### src/rtl/trigger_delay_pkg.sv
// Shared trigger-delay types: edge-mode encodings, pulse-generator state enum and helpers.
`ifndef TRIGGER_DELAY_DEFS_VH
`define TRIGGER_DELAY_DEFS_VH
`define EDGE_NONE    2'd0
`define EDGE_RISING  2'd1
`define EDGE_FALLING 2'd2
`define EDGE_BOTH    2'd3
`endif

package trigger_delay_pkg;

  typedef enum logic [1:0] {PG_IDLE, PG_ACTIVE, PG_GAP} pgen_state_t;

  localparam int PG_MIN_LEN = 1;

  // Resting pin level for a mode; BOTH keeps whatever level the pin already has.
  function automatic logic idle_level(input logic [1:0] mode, input logic cur);
    logic lvl;
    lvl = 1'b0;
    case (mode)
      `EDGE_FALLING: lvl = 1'b1;
      `EDGE_BOTH:    lvl = cur;
      default:       lvl = 1'b0;
    endcase
    return lvl;
  endfunction

endpackage

### src/rtl/edge_pulse_gen.sv
// Turns a one-cycle fire strobe into a registered trigger edge/pulse on the output pin.
// Optional multi-pulse trains are built when PULSE_TRAIN_EN is defined.
module edge_pulse_gen
  import trigger_delay_pkg::*;
#(
  parameter int WIDTH_BITS = 16,
  parameter int COUNT_BITS = 8
) (
  input  logic                  clk,
  input  logic                  rst_n,
  input  logic                  fire,
  input  logic [1:0]            edge_type,
  input  logic [WIDTH_BITS-1:0] pulse_width,
  input  logic [COUNT_BITS-1:0] pulse_count,
  input  logic [WIDTH_BITS-1:0] pulse_gap,
  output logic                  trig_out,
  output logic                  busy,
  output logic                  done,
  output logic                  overrun
);

  pgen_state_t           state_q, state_d;
  logic                  trig_q, trig_d;
  logic                  done_q, done_d;
  logic                  overrun_q, overrun_d;
  logic [1:0]            mode_q, mode_d;
  logic [WIDTH_BITS-1:0] cnt_q, cnt_d;
  logic [WIDTH_BITS-1:0] width_load;

  // Counters hold "cycles remaining minus one", so zero-length requests collapse to one cycle.
  assign width_load = (pulse_width < WIDTH_BITS'(PG_MIN_LEN)) ? '0
                    : pulse_width - WIDTH_BITS'(PG_MIN_LEN);

`ifdef PULSE_TRAIN_EN
  logic [WIDTH_BITS-1:0] width_q, width_d;
  logic [WIDTH_BITS-1:0] gap_q, gap_d;
  logic [COUNT_BITS-1:0] pulses_q, pulses_d;
  logic [WIDTH_BITS-1:0] gap_load;
  logic [COUNT_BITS-1:0] count_load;

  assign gap_load   = (pulse_gap < WIDTH_BITS'(PG_MIN_LEN)) ? '0
                    : pulse_gap - WIDTH_BITS'(PG_MIN_LEN);
  assign count_load = (pulse_count < COUNT_BITS'(PG_MIN_LEN)) ? '0
                    : pulse_count - COUNT_BITS'(PG_MIN_LEN);
`else
  logic unused_train_cfg;
  assign unused_train_cfg = ^{pulse_count, pulse_gap};
`endif

  always_comb begin
    state_d   = state_q;
    trig_d    = trig_q;
    done_d    = 1'b0;
    overrun_d = overrun_q;
    mode_d    = mode_q;
    cnt_d     = cnt_q;
`ifdef PULSE_TRAIN_EN
    width_d   = width_q;
    gap_d     = gap_q;
    pulses_d  = pulses_q;
`endif

    if (fire && (state_q != PG_IDLE)) overrun_d = 1'b1;

    case (state_q)
      PG_IDLE: begin
        trig_d = idle_level(edge_type, trig_q);
        if (fire) begin
          case (edge_type)
            `EDGE_RISING, `EDGE_FALLING: begin
              state_d = PG_ACTIVE;
              trig_d  = ~idle_level(edge_type, trig_q);
              mode_d  = edge_type;
              cnt_d   = width_load;
`ifdef PULSE_TRAIN_EN
              width_d  = width_load;
              gap_d    = gap_load;
              pulses_d = count_load;
`endif
            end
            `EDGE_BOTH: begin
              trig_d = ~trig_q;
              done_d = 1'b1;
              mode_d = edge_type;
            end
            default: ;
          endcase
        end
      end
      PG_ACTIVE: begin
        if (cnt_q != '0) begin
          cnt_d = cnt_q - 1'b1;
`ifdef PULSE_TRAIN_EN
        end else if (pulses_q != '0) begin
          state_d  = PG_GAP;
          trig_d   = idle_level(mode_q, trig_q);
          cnt_d    = gap_q;
          pulses_d = pulses_q - 1'b1;
`endif
        end else begin
          state_d = PG_IDLE;
          trig_d  = idle_level(mode_q, trig_q);
          done_d  = 1'b1;
        end
      end
`ifdef PULSE_TRAIN_EN
      PG_GAP: begin
        if (cnt_q != '0) begin
          cnt_d = cnt_q - 1'b1;
        end else begin
          state_d = PG_ACTIVE;
          trig_d  = ~idle_level(mode_q, trig_q);
          cnt_d   = width_q;
        end
      end
`endif
      default: state_d = PG_IDLE;
    endcase
  end

  always_ff @(posedge clk or negedge rst_n) begin
    if (!rst_n) begin
      state_q   <= PG_IDLE;
      trig_q    <= 1'b0;
      done_q    <= 1'b0;
      overrun_q <= 1'b0;
      mode_q    <= `EDGE_NONE;
      cnt_q     <= '0;
`ifdef PULSE_TRAIN_EN
      width_q   <= '0;
      gap_q     <= '0;
      pulses_q  <= '0;
`endif
    end else begin
      state_q   <= state_d;
      trig_q    <= trig_d;
      done_q    <= done_d;
      overrun_q <= overrun_d;
      mode_q    <= mode_d;
      cnt_q     <= cnt_d;
`ifdef PULSE_TRAIN_EN
      width_q   <= width_d;
      gap_q     <= gap_d;
      pulses_q  <= pulses_d;
`endif
    end
  end

  assign trig_out = trig_q;
  assign done     = done_q;
  assign overrun  = overrun_q;
  assign busy     = (state_q != PG_IDLE);

endmodule

### config.mk
export PLATFORM = sky130hd
export DESIGN_NAME = edge_pulse_gen
export DESIGN_NICKNAME = d
export VERILOG_FILES = /design/src/rtl/trigger_delay_pkg.sv /design/src/rtl/edge_pulse_gen.sv
export SDC_FILE = /design/constraint.sdc
export NUM_CORES = 1
export LEC_CHECK = 0
export ABC_CLOCK_PERIOD_IN_PS = 1750
export CELL_PAD_IN_SITES_DETAIL_PLACEMENT = 0
export CELL_PAD_IN_SITES_GLOBAL_PLACEMENT = 1
export CORE_MARGIN = 8
export CORE_UTILIZATION = 29
export DETAILED_ROUTE_END_ITERATION = 8
export PLACE_DENSITY = 0.73
export REMOVE_ABC_BUFFERS = 1
export SLEW_MARGIN = 20
export SYNTH_ARGS = -nofsm -noshare
export SYNTH_HDL_FRONTEND = slang
export SYNTH_SLANG_ARGS = --single-unit
### constraint.sdc
create_clock -name clk -period 1.75 [get_ports clk]
set_input_delay 0.4375 -clock clk [delete_from_list [all_inputs] [get_ports clk]]
set_output_delay 0.4375 -clock clk [all_outputs]
set_load 0.01 [all_outputs]
==> results of run 1 <==
sequential cells by signal (all words and copies together), names as in the netlist:
| signal | count |
|---|---|
| state_q | 1 |
| overrun | 1 |
| mode_q | 2 |
| done | 1 |
| trig_out | 1 |
| cnt_q | 16 |
through the flow:
stage	std cells	worst slack (ns)
2_1_floorplan	198	-0.274
3_3_place_gp	378	-0.617
3_5_place_dp	378	-0.687
4_1_cts	389	-0.162
5_1_grt	389	-0.259
6_report	389	-0.157
repair_timing:
action / 4_1_cts / 5_1_grt
setup endpoints to repair: 18 / 19
pin swaps: 25 / 2
gates resized for setup: 60 / 10
setup buffers: 7 / 1
logic make-up (layout without fill, tap and decap cells):
family | count (synthesis) | in the layout | share of synthesized area (%)
AOI/OAI and AO/OA | 57 | 57 | 23.1
muxes | 5 | 5 | 3.06
adders and majority gates | 7 | 7 | 4.99
buffers and inverters | 18 | 127 | 4.34
xor gates and xnor gates | 10 | 10 | 4.99
and+or+nand+nor | 86 | 86 | 28.1
DFF | 22 | 22 | 31.3
worst max-delay path: cells and delay by family, from the launching register on:
family,cells,cell delay [ns]
buf+inv,1,0.06
flops,1,0.40
simple gates,3,0.84
compound gates,2,0.49
final cells by class:
cell class	instances	area [sq um]	area share, %
repair buffers	112	921	31.1
clock buffers	4	55.1	1.86
multi-input cells	165	1300	43.7
well taps	75	93.8	3.17
flip-flops and latches	22	552	18.6
inverters	11	46.3	1.56
synth_stat cells, types with 6 or more instances:
master     n  area share, %
nor2_1    13            2.8
nand2b_1   6            2.1
a21oi_1    9            2.6
ha_1       7            5.0
nor4_1     7            2.5
inv_1     10            2.1
nand2_1   15            3.2
dfrtp_1   22             31
o21ai_0    8            2.3
nor3_1    15            4.3
report_power, final:
group          switching (mW)  internal [mW]  total, mW
clock                   0.184          0.201      0.385
combinational           0.945           1.08       2.03
sequential              0.169          0.732      0.901
layer usage:
layer  track usage [%]  vias to the layer above
met5                 0                        -
met1              17.1                      945
met4              4.89                        0
met2              23.0                       60
li1                  -                      994
met3              1.68                        4
how the worst min path moves through the flow:
stage / cells after the start / to / startpoint
2_1_floorplan: 0 / cnt_q[0] / rst_n
5_1_grt: 1 / overrun / overrun
3_5_place_dp: 1 / overrun / overrun
4_1_cts: 1 / overrun / overrun
3_3_place_gp: 1 / overrun / overrun
6_report: 1 / overrun / overrun
==> reports/metrics.cfg, run 1 <==
[power]
power_density_nw_per_um2=1120
power.total_mw=3.32
peakVddDrop_v=0.000480
p_leak_nw=1.33

[worst_setup_path]
r2r_end=cnt_q[2]
critPathCaptureType=flip-flop
r2r_cells=6
crit_fanout=8
crit_path_end=cnt_q[2]
crit_arrival_ns=2.07
path_class=reg -> reg
start_kind=flip-flop
path_cells=or3_4, nor4b_4, a31o_4, inv_6, and3_4, a221o_1
cp.required_ns=1.91
cpMaxStageDelayCell=or3_4
startpoint=cnt_q[8]
r2r_slack_ns=-0.16
cpPeakStageDelay_ns=0.42
reg2reg_from=cnt_q[8]

[sta]
finalClockSkew_ns=0.00282
finalSetupTns_ns=-1.03
max_freq_mhz=524
worst_slew_pin_slew_ns=0.362
period_share_pct=109
min_period_ns=1.91
fin_ws_ns=-0.157
hold_slack_ns=0.463
slew_viol_final=0
slew_headroom_pct=75.7
grt_setup_unrepaired=yes
hold_violations=0
setup_viol=17

[synthesis]
synth-main-ff-cell=dfrtp_1
synth-seq-area-share_pct=31.3
yosysUniqueCellTypes=55
syn_area_per_cell_sq_um=8.57
synth_area_sq_um=1760
ys_warn_count=0
postSynthCellCount=205
synth-seq-cells=22
async_flop_share_pct=100
synth-edff-count=0

[routing]
drc=0
wl_met3_microns=283
num_vias=2003
wl_met1_mm=2.66
drt_iter0_drc=103
met2WireLength_mm=2.63
drtPass1Iterations=4
viasPerCell=5.15
ant_nets=0
drt-total-wl_mm=5.63
wl_per_cell_microns=14.5
highest_layer=met4

[floorplan]
initial_core_util_pct=29.8
dieArea_sq_um=8800
row_count=28
core-area_sq_um=5890
fp.dieW_microns=93.8
pin_count=49
die_h_microns=93.8

[clock_network]
clock-root-buffer=clkbuf_8
cts_hold_buf=0
clockBufferDepth=2
cts_tree=built
clock_latency_ns=0.27
cts.sinks=22
h-tree-depth=1
cts_made_buffers=3
cts.clk_slew.worst_paths_ns=0.09

[grt]
gr-total-overflow=0
grt_max_degree=23
antenna_found_initial=0
grt_pass1_vias=2085
grt_usage_pct=13.6
grt_pass1_wl_mm=9.70

[finish]
nets=367
antenna_cells=0
final_area_sq_um=2960
final_common_cell=buf_4
fillCellCount=596
fin_util_pct=50.4
areaGrowthSynthToFinish_pct=68.7
layout-drive-gt1-share_pct=43.0
layout_common_cells=buf_4 (81), dfrtp_1 (21), nand2_1 (14), nor3_1 (13)

[place]
postPlaceCellArea_sq_um=2660
dp_hpwl_mm=4.35
place.gp.congestion=0.873
io_buffers=24

[status]
outcome=finished with violations
violations=setup timing

[flow_run]
max-cap-violations=0

[hold_path]
hold_path_class=reg -> reg

(Power assumes the default switching activity.)
==> inputs of run 2 (changes only) <==
- HOLD_SLACK_MARGIN: unset -> 0.15
- SLEW_MARGIN: 20 -> unset
==> results of run 2 <==
No change in the layout: final DEF, timing and power equal those of run 1.
==> inputs of run 3 (changes only) <==
- ABC_CLOCK_PERIOD_IN_PS: 1750 -> 2500
- PLACE_DENSITY: 0.73 -> 0.7
- clock period: 1.75 -> 2.5 ns (I/O delays scaled with it)
==> run 3 against run 2 <==
  * The run now ends clean
  * Sequential power down 22%
  * Clock power shrank 12%
  * Clock-buffer cell count is 1 lower
  * Register-to-register slack gained 0.58 ns
  * Largest cell class unchanged
==> reports/metrics.cfg, run 3 (synthesized netlist as in run 1, its figures left out) <==
[finish]
fillCellCount=607  ; was 596
final_area_sq_um=2450  ; was 2960 sq um
layout-drive-gt1-share_pct=21.2  ; was 43.0%
layout_common_cells=buf_4 (43), clkdlybuf4s50_1 (24), dfrtp_1 (22), nand2_1 (15), nor3_1 (15)  ; was buf_4 (81), dfrtp_1 (21), nand2_1 (14), nor3_1 (13)
instances_no_fill=344  ; was 389
final_common_cell=buf_4  ; unchanged
nets=322  ; was 367
antenna_cells=0  ; unchanged
largest_registers=cnt_q x16, mode_q x2  ; unchanged
largest_reg_flops=16  ; unchanged
areaGrowthSynthToFinish_pct=39.5  ; was 68.7%
top_register=cnt_q  ; unchanged

[worst_setup_path]
crit_arrival_ns=2.46  ; was 2.07 ns
cp.required_ns=2.64  ; was 1.91 ns
path_class=in -> reg  ; was reg -> reg
start_kind=input pin  ; was flip-flop
r2r_cells=6  ; unchanged
crit_fanout=4  ; was 8
critPathCaptureType=flip-flop  ; unchanged

[sta]
slew_viol_final=0  ; unchanged
hold_violations=0  ; unchanged
period_share_pct=92.8
worst_slew_pin_slew_ns=0.569  ; was 0.362 ns
grt_setup_unrepaired=no  ; was yes
max_freq_mhz=431
setup_viol=0  ; was 17
hold_slack_ns=0.467  ; was 0.463 ns
slew_headroom_pct=62.1  ; was 75.7%
finalClockSkew_ns=0.00746  ; was 0.00282 ns
min_period_ns=2.32

[power]
p_seq_share_pct=36.2  ; was 27.2%
clkPwrFrac_pct=17.4  ; was 11.6%
internal_power_mw=1.19  ; was 2.02 mW
switching_share_pct=38.6  ; was 39.1%
p_sw_mw=0.747  ; was 1.30 mW
peakVddDrop_v=0.000281  ; was 0.000480 V
power.total_mw=1.94  ; was 3.32 mW
p_leak_nw=1.04  ; was 1.33 nW
pwr-share-comb_pct=46.4  ; was 61.2%
power_density_nw_per_um2=791  ; was 1120 nW/um^2

[clock_network]
cts_made_buffers=3  ; unchanged
cts_tree=built  ; unchanged
cts_setup_buffers=0  ; was 7
h-tree-depth=1  ; unchanged
cts.clk_slew.worst_paths_ns=0.09  ; about the same
cts.sinks=22  ; unchanged
clockBufferDepth=2  ; unchanged
clock-root-buffer=clkbuf_8  ; unchanged
clock_latency_ns=0.26  ; was 0.27 ns
cts_hold_buf=0  ; unchanged
ctsResizeCount=0  ; was 60

[floorplan]
fp.dieW_microns=93.8  ; unchanged
dieArea_sq_um=8800  ; unchanged
pin_count=49  ; unchanged
die_h_microns=93.8  ; unchanged
core-area_sq_um=5890  ; unchanged
row_count=28  ; unchanged
initial_core_util_pct=29.8  ; unchanged

[grt]
grt_usage_pct=11.6  ; was 13.6%
grt_pass1_vias=1731  ; was 2085
grt_max_degree=23  ; unchanged
gr-total-overflow=0  ; unchanged
antenna_found_initial=0  ; unchanged
grt_pass1_wl_mm=8.47  ; was 9.70 mm

[place]
place_inst=340  ; was 378
place.gp.congestion=0.796  ; was 0.873
postPlaceCellArea_sq_um=2380  ; was 2660 sq um
dp_hpwl_mm=3.94  ; was 4.35 mm
io_buffers=24  ; unchanged

[routing]
num_vias=1755  ; was 2003
drtPass1Iterations=4  ; unchanged
drt-total-wl_mm=4.97  ; was 5.63 mm
ant_nets=0  ; unchanged
wl_per_cell_microns=14.4  ; was 14.5 microns
drc=0  ; unchanged
drt_iter0_drc=83  ; was 103
viasPerCell=5.10  ; was 5.15

[hold_path]
hold_path_depth=1  ; unchanged
hold_path_class=reg -> reg  ; unchanged

[status]
outcome=complete, no violations  ; was finished with violations

[flow_run]
max-cap-violations=0  ; unchanged

==> run 3: per-stage QoR <==
| stage | TNS [ns] | setup slack [ns] | utilization, % |
|---|---|---|---|
| floorplan | 0 | 0.386 | - |
| global placement | -0.327 | -0.0915 | 40.4 |
| detailed placement | -0.525 | -0.113 | 40.4 |
| CTS | 0 | 0.171 | 41.6 |
| global route | 0 | 0.0429 | 41.6 |
| finish | 0 | 0.180 | 41.6 |
==> run 3: power groups by stage <==
stage	Clock [mW]	Combinational (mW)	Sequential (mW)
floorplan	0	0.573	0.674
global placement	0	0.890	0.704
detailed placement	0	0.903	0.702
CTS	0.347	0.905	0.697
global route	0.356	1.01	0.731
finish	0.337	0.899	0.702
==> run 3: final timing paths <==
path,slack (ns),start,endpoint
max,0.18,pulse_width[8],cnt_q[0]
max reg2reg,0.42,cnt_q[8],cnt_q[2]
max in group asynchronous,1.56,rst_n,cnt_q[8]
min,0.47,overrun,overrun
min in group asynchronous,0.70,rst_n,overrun
min reg2reg,0.47,overrun,overrun
==> run 3: final cells by class <==
class                      instances  area (sq um)  share of cell area [%]
clock inverter                     1          30.0                    1.23
timing repair buffer              67           563                    23.0
multi-input combinational        165          1130                    46.1
inverter                          11          41.3                    1.69
clock buffer                       3          41.3                    1.69
sequential                        22           551                    22.5
tap                               75          93.8                    3.83
==> run 3: per-layer routing <==
layer	share of wire, %	up-vias	GRT usage, %
met1	50	823	16.1
met3	2.3	2	0.719
met2	46	26	19.1
met4	0.85	0	2.77
li1	-	904	-
met5	0	-	0
==> run 3: worst max-delay path, stage by stage <==
cell and delay (ns):
clkdlybuf4s50_1 0.42, or4_4 0.56, nor3_4 0.23, a21oi_1 0.16, buf_4 0.16, a221oi_1 0.24, a21oi_1 0.07
